$ cat src/rtl/regfile_scoreboard.sv
// regfile_scoreboard: multi-port GPR array with a per-register pending-write
// counter scoreboard. Decode reads operands and issues instructions; writeback
// retires results. A nonzero counter marks a register whose value is not yet
// final, which stalls dependent issue.
// Optional macro REGFILE_BYPASS_EN: forwards same-cycle writeback data to the
// read ports and clears busy when that writeback retires the last pending write.
module regfile_scoreboard #(
  parameter int DATA_W = 32,
  parameter int ADDR_W = 5,
  parameter int NUM_RD = 2,
  parameter int CNT_W  = 2
) (
  input  logic                       sys_clk,
  input  logic                       rst_n,
  input  logic [NUM_RD*ADDR_W-1:0]   rd_addr_i,
  input  logic [NUM_RD-1:0]          rd_en_i,
  output logic [NUM_RD*DATA_W-1:0]   rd_data_o,
  output logic [NUM_RD-1:0]          rd_busy_o,
  input  logic                       iss_valid_i,
  input  logic                       iss_wr_i,
  input  logic [ADDR_W-1:0]          iss_dst_i,
  output logic                       iss_ready_o,
  input  logic                       wb_valid_i,
  input  logic [ADDR_W-1:0]          wb_addr_i,
  input  logic [DATA_W-1:0]          wb_data_i,
  output logic                       err_o
);

  localparam int DEPTH = 1 << ADDR_W;
  localparam logic [CNT_W-1:0] CNT_MAX = '1;

  logic [DATA_W-1:0] regs [DEPTH];
  logic [CNT_W-1:0]  cnt  [DEPTH];
  logic              err_q;

  logic              wb_act;
  logic              err_set;
  logic              iss_fire;
  logic              stall_rd;
  logic              dst_sat;
  logic [DEPTH-1:0]  inc;
  logic [DEPTH-1:0]  dec;

  // Register 0 is hardwired: it never takes writes, counts or errors.
  assign wb_act   = wb_valid_i && (wb_addr_i != '0);
  assign err_set  = wb_act && (cnt[wb_addr_i] == '0);

  // Saturation uses the pre-edge count, so a same-cycle retire does not
  // unblock an issue to a full register (conservative by design).
  assign stall_rd    = |(rd_en_i & rd_busy_o);
  assign dst_sat     = iss_wr_i && (iss_dst_i != '0) && (cnt[iss_dst_i] == CNT_MAX);
  assign iss_ready_o = !stall_rd && !dst_sat;
  assign iss_fire    = iss_valid_i && iss_ready_o;
  assign err_o       = err_q;

  // Combinational read ports with optional writeback forwarding.
  for (genvar k = 0; k < NUM_RD; k++) begin : g_rd
    logic [ADDR_W-1:0] addr;
    logic [DATA_W-1:0] data;
    logic              busy;

    assign addr = rd_addr_i[k*ADDR_W +: ADDR_W];

    // Per-port data select and busy flag.
    always_comb begin
      data = (addr == '0) ? '0 : regs[addr];
      busy = (addr != '0) && (cnt[addr] != '0);
`ifdef REGFILE_BYPASS_EN
      if (wb_valid_i && (wb_addr_i == addr) && (addr != '0)) begin
        data = wb_data_i;
        if (cnt[addr] == CNT_W'(1)) begin
          busy = 1'b0;
        end
      end
`endif
    end

    assign rd_data_o[k*DATA_W +: DATA_W] = data;
    assign rd_busy_o[k]                  = busy;
  end

  // One-hot increment/decrement requests; a matching pair cancels.
  always_comb begin
    inc = '0;
    dec = '0;
    if (iss_fire && iss_wr_i && (iss_dst_i != '0)) begin
      inc[iss_dst_i] = 1'b1;
    end
    if (wb_act && (cnt[wb_addr_i] != '0)) begin
      dec[wb_addr_i] = 1'b1;
    end
  end

  // Array, counters and sticky error; reset overrides issue and writeback.
  always_ff @(posedge sys_clk) begin
    if (!rst_n) begin
      for (int i = 0; i < DEPTH; i++) begin
        regs[i] <= '0;
        cnt[i]  <= '0;
      end
      err_q <= 1'b0;
    end else begin
      if (wb_act) begin
        regs[wb_addr_i] <= wb_data_i;
      end
      for (int i = 0; i < DEPTH; i++) begin
        if (inc[i] && !dec[i]) begin
          cnt[i] <= cnt[i] + 1'b1;
        end else if (dec[i] && !inc[i]) begin
          cnt[i] <= cnt[i] - 1'b1;
        end
      end
      if (err_set) begin
        err_q <= 1'b1;
      end
    end
  end

endmodule

$ cat config.mk
export PLATFORM = sky130hd
export DESIGN_NAME = regfile_scoreboard
export DESIGN_NICKNAME = d
export VERILOG_FILES = /design/src/rtl/regfile_scoreboard.sv
export SDC_FILE = /design/constraint.sdc
export NUM_CORES = 2
export LEC_CHECK = 0
export BUFFER_PORTS_ARGS = -buffer_cell sky130_fd_sc_hd__buf_4
export CORE_MARGIN = 5
export CORE_UTILIZATION = 45
export DETAILED_ROUTE_END_ITERATION = 10
export HOLD_SLACK_MARGIN = 0.1
export PLACE_DENSITY = 0.65
export SKIP_CTS_REPAIR_TIMING = 1
export SYNTH_ARGS = -nofsm -noshare
export SYNTH_HDL_FRONTEND = slang
export SYNTH_SLANG_ARGS = --single-unit
$ cat constraint.sdc
create_clock -name sys_clk -period 10 [get_ports sys_clk]
set_input_delay 0.5 -clock sys_clk [delete_from_list [all_inputs] [get_ports sys_clk]]
set_output_delay 0.5 -clock sys_clk [all_outputs]
set_load 0.005 [all_outputs]
==> impl_results.md <==
- Clock-pin transition on the worst setup and hold timing paths: 0.06 ns
- Run status: completed
- Ports: 127
- Vias/cell: 6.62
- WL final: 204000 µm
- 1st-iter DRT viols: 6097
- Setup crit start kind: primary input
- Crit path kind: in -> out
- Peak VDD IR: 133 µV
- Cell with the most instances after synthesis: edfxtp_1
- Layout area overhead: 10.9%
- TritonCTS clock tree: yes
- Crit. End Element: primary output
- Synth top area share: 0.542
- Worst Skew: 0.0478 ns
- FF-to-FF path depth: 9
- First-pass GRT wire length: 289000 µm
- Die X: 376 µm
- Number of buffers created by CTS: 116
- Max Clk Rate: 0.190 GHz
- Total GRT Usage: 0.283
- Max incr delay on CP: 0.92 ns
- Place WS: 4.70 ns
- FF-to-FF Start: cnt[12][0]
- Fillers: 11100
- Final setup vio count: 0
- EDFF count, synth: 1088
- HPWL after detailed placement: 114000 µm
- DRC: 0
- Rows: 134
- Area leader, netlist: edfxtp_1
- Vias in the first global route: 40100
- Initial Util: 0.452
- Storage cell area: 32700 µm²
- Fin crit period: 5.26 ns
- Multi-input gate area: 26500 µm²
- Async SR Flop Fraction: 0
- Leak: 23.2 nW
- Max-slew violations: 0
- Core box area: 133000 µm²
- Yosys warns: 0
- H-tree depth: 3
- Reg2Reg Setup Slack: 5.82 ns
- ANT nets after route: 0
- Hold Path Origin: wb_valid_i
- Final net count: 4265
- Worst-Margin Slew: 1.21 ns
- DRT Pass-1 Iters: 6
- Slew margin rel.: 0.189
- Sink Count: 1089
- CTS Buffer Depth: 3
- Commonest cells in the synthesized netlist: edfxtp_1, and2_1, mux4_2, clkbuf_1, mux2i_1
- RSZ-0062 raised after global routing: false
- Overflow after GRT: 0
- Worst hold path cell count: 3
- Commonest register cell after synthesis: edfxtp_1
- WL/cell: 33.5 µm
- Count of different cell masters after synthesis: 66
- Final Hold Fails: 0
- Register area share after synthesis: 0.542
- Worst endpoint data arrival time: 4.76 ns
- Max-cap violations: 0
- Synth top area cells: edfxtp_1, mux4_2, and2_1
- Worst min path class: in -> reg
- Most used cell, CP: buf_4
- Die Height: 376 µm
- DR vias: 40300
- Max Fanout on Critical Path: 82
- Area of the die: 141000 µm²
- Total Power: 11.0 mW
- Total negative setup slack: 0 ns
- Flops & latches, synth: 1089
- Endpoint, Worst Hold: err_o
- Syn_area_per_cell: 14.1 µm²
- Crit-path cells: buf_8, buf_4, or2_4, buf_4, o22ai_1, o32ai_1, a211o_1, a21oi_1, buf_4
- Crit-path slowest cell: buf_4
- CP required: 9.50 ns
- Initial antenna violation count: 14
- Largest net degree at the start of global routing: 109
- Critical R2R Capture: cnt[22][1]
- Mapped Cells: 4283
- PwrDens: 165 nW/µm²
- Routability-driven placement congestion ratio: 0.847
- Synthesized area: 60300 µm²
- Layout cell share with drive strength beyond 1: 0.231
- Worst Setup Slack, final: 4.74 ns
- Buffers added on ports: 126
- Crit share post-route: 0.526
- Clk Tree Root Cell: clkbuf_16
- Worst-Skew Late Latency: 0.75 ns
-- how the worst max path moves through the flow --
stage	start	end	slack (ns)
5_1_grt	rd_addr_i[0]	rd_data_o[18]	4.65
2_1_floorplan	wb_addr_i[2]	regs[12][0]	5.63
3_5_place_dp	rd_addr_i[1]	cnt[26][1]	4.70
6_report	rd_addr_i[1]	rd_data_o[6]	4.74
4_1_cts	rd_addr_i[1]	rd_data_o[6]	4.90
3_3_place_gp	rd_addr_i[1]	cnt[26][1]	4.74
-- layout by cell type (no fill, tap or decap), types with 31 or more instances in the layout --
cell	count
o21ai_0	66
nor3_1	46
conb_1	34
o221ai_1	64
clkbuf_16	117
clkinv_1	40
edfxtp_1	1088
mux4_2	490
o22ai_1	67
mux2i_1	263
nand2_1	58
a21oi_1	112
and2_1	902
o32ai_1	31
nor2_1	164
nand3_1	43
and3_1	97
a211o_1	44
buf_4	229
-- stage by stage --
step / util / area [µm²] / std cells / hold WS, ns
floorplan: - / 60400 / 4316 / 0.461
global placement: 0.475 / 63300 / 5856 / 0.455
detailed placement: 0.475 / 63300 / 5856 / 0.476
CTS: 0.501 / 66800 / 6070 / 0.0813
global route: 0.501 / 66800 / 6073 / 0.128
finish: 0.502 / 66900 / 6081 / 0.139
-- cell families (layout without fill, tap and decap cells) --
| logic type | Yosys count | in the layout | synth area share |
|---|---|---|---|
| AND/OR/NAND/NOR | 1438 | 1438 | 0.139 |
| flip-flops | 1089 | 1089 | 0.542 |
| multiplexers | 759 | 759 | 0.228 |
| AO/OA/AOI/OAI | 483 | 483 | 0.0547 |
| buffers and inverters | 477 | 463 | 0.0313 |
| XOR/XNOR | 36 | 36 | 0.00523 |
| other | 1 | 45 | 0.0000622 |
-- final cells by class --
cell class | count | share of cell area
Antenna cell | 11 | 0.000412
Tap cell | 1768 | 0.0331
Clock buffer | 137 | 0.0449
Multi-Input combinational cell | 2750 | 0.396
Timing Repair Buffer | 237 | 0.0275
Clock inverter | 77 | 0.00857
Sequential cell | 1089 | 0.489
Inverter | 12 | 0.000749
-- layer usage --
metal / GRT usage / vias to the layer above / part of all wire
li1: - / 16400 / -
met3: 0.0621 / 529 / 0.11
met1: 0.383 / 20600 / 0.37
met2: 0.447 / 2740 / 0.47
met5: 0 / - / 0.00013
met4: 0.119 / 4 / 0.045
-- critical path: cells and delay by family --
| kind | cells | cell delay [ns] |
|---|---|---|
| AO/OA/AOI/OAI | 4 | 1.09 |
| AND/OR/NAND/NOR | 1 | 0.54 |
| buffers and inverters | 4 | 2.34 |
-- where the power goes --
part           internal (mW)  total [mW]  leakage, nW  switching (mW)
Sequential              5.28        5.41         10.4           0.134
Clock                   2.29        4.15         1.74            1.86
Combinational          0.606        1.46         11.1           0.854
-- sequential cells by signal, indices dropped and copies added (netlist names) --
register,cells
cnt,64
err_o,1
regs,1024
Power figures use the tool's default switching activity.
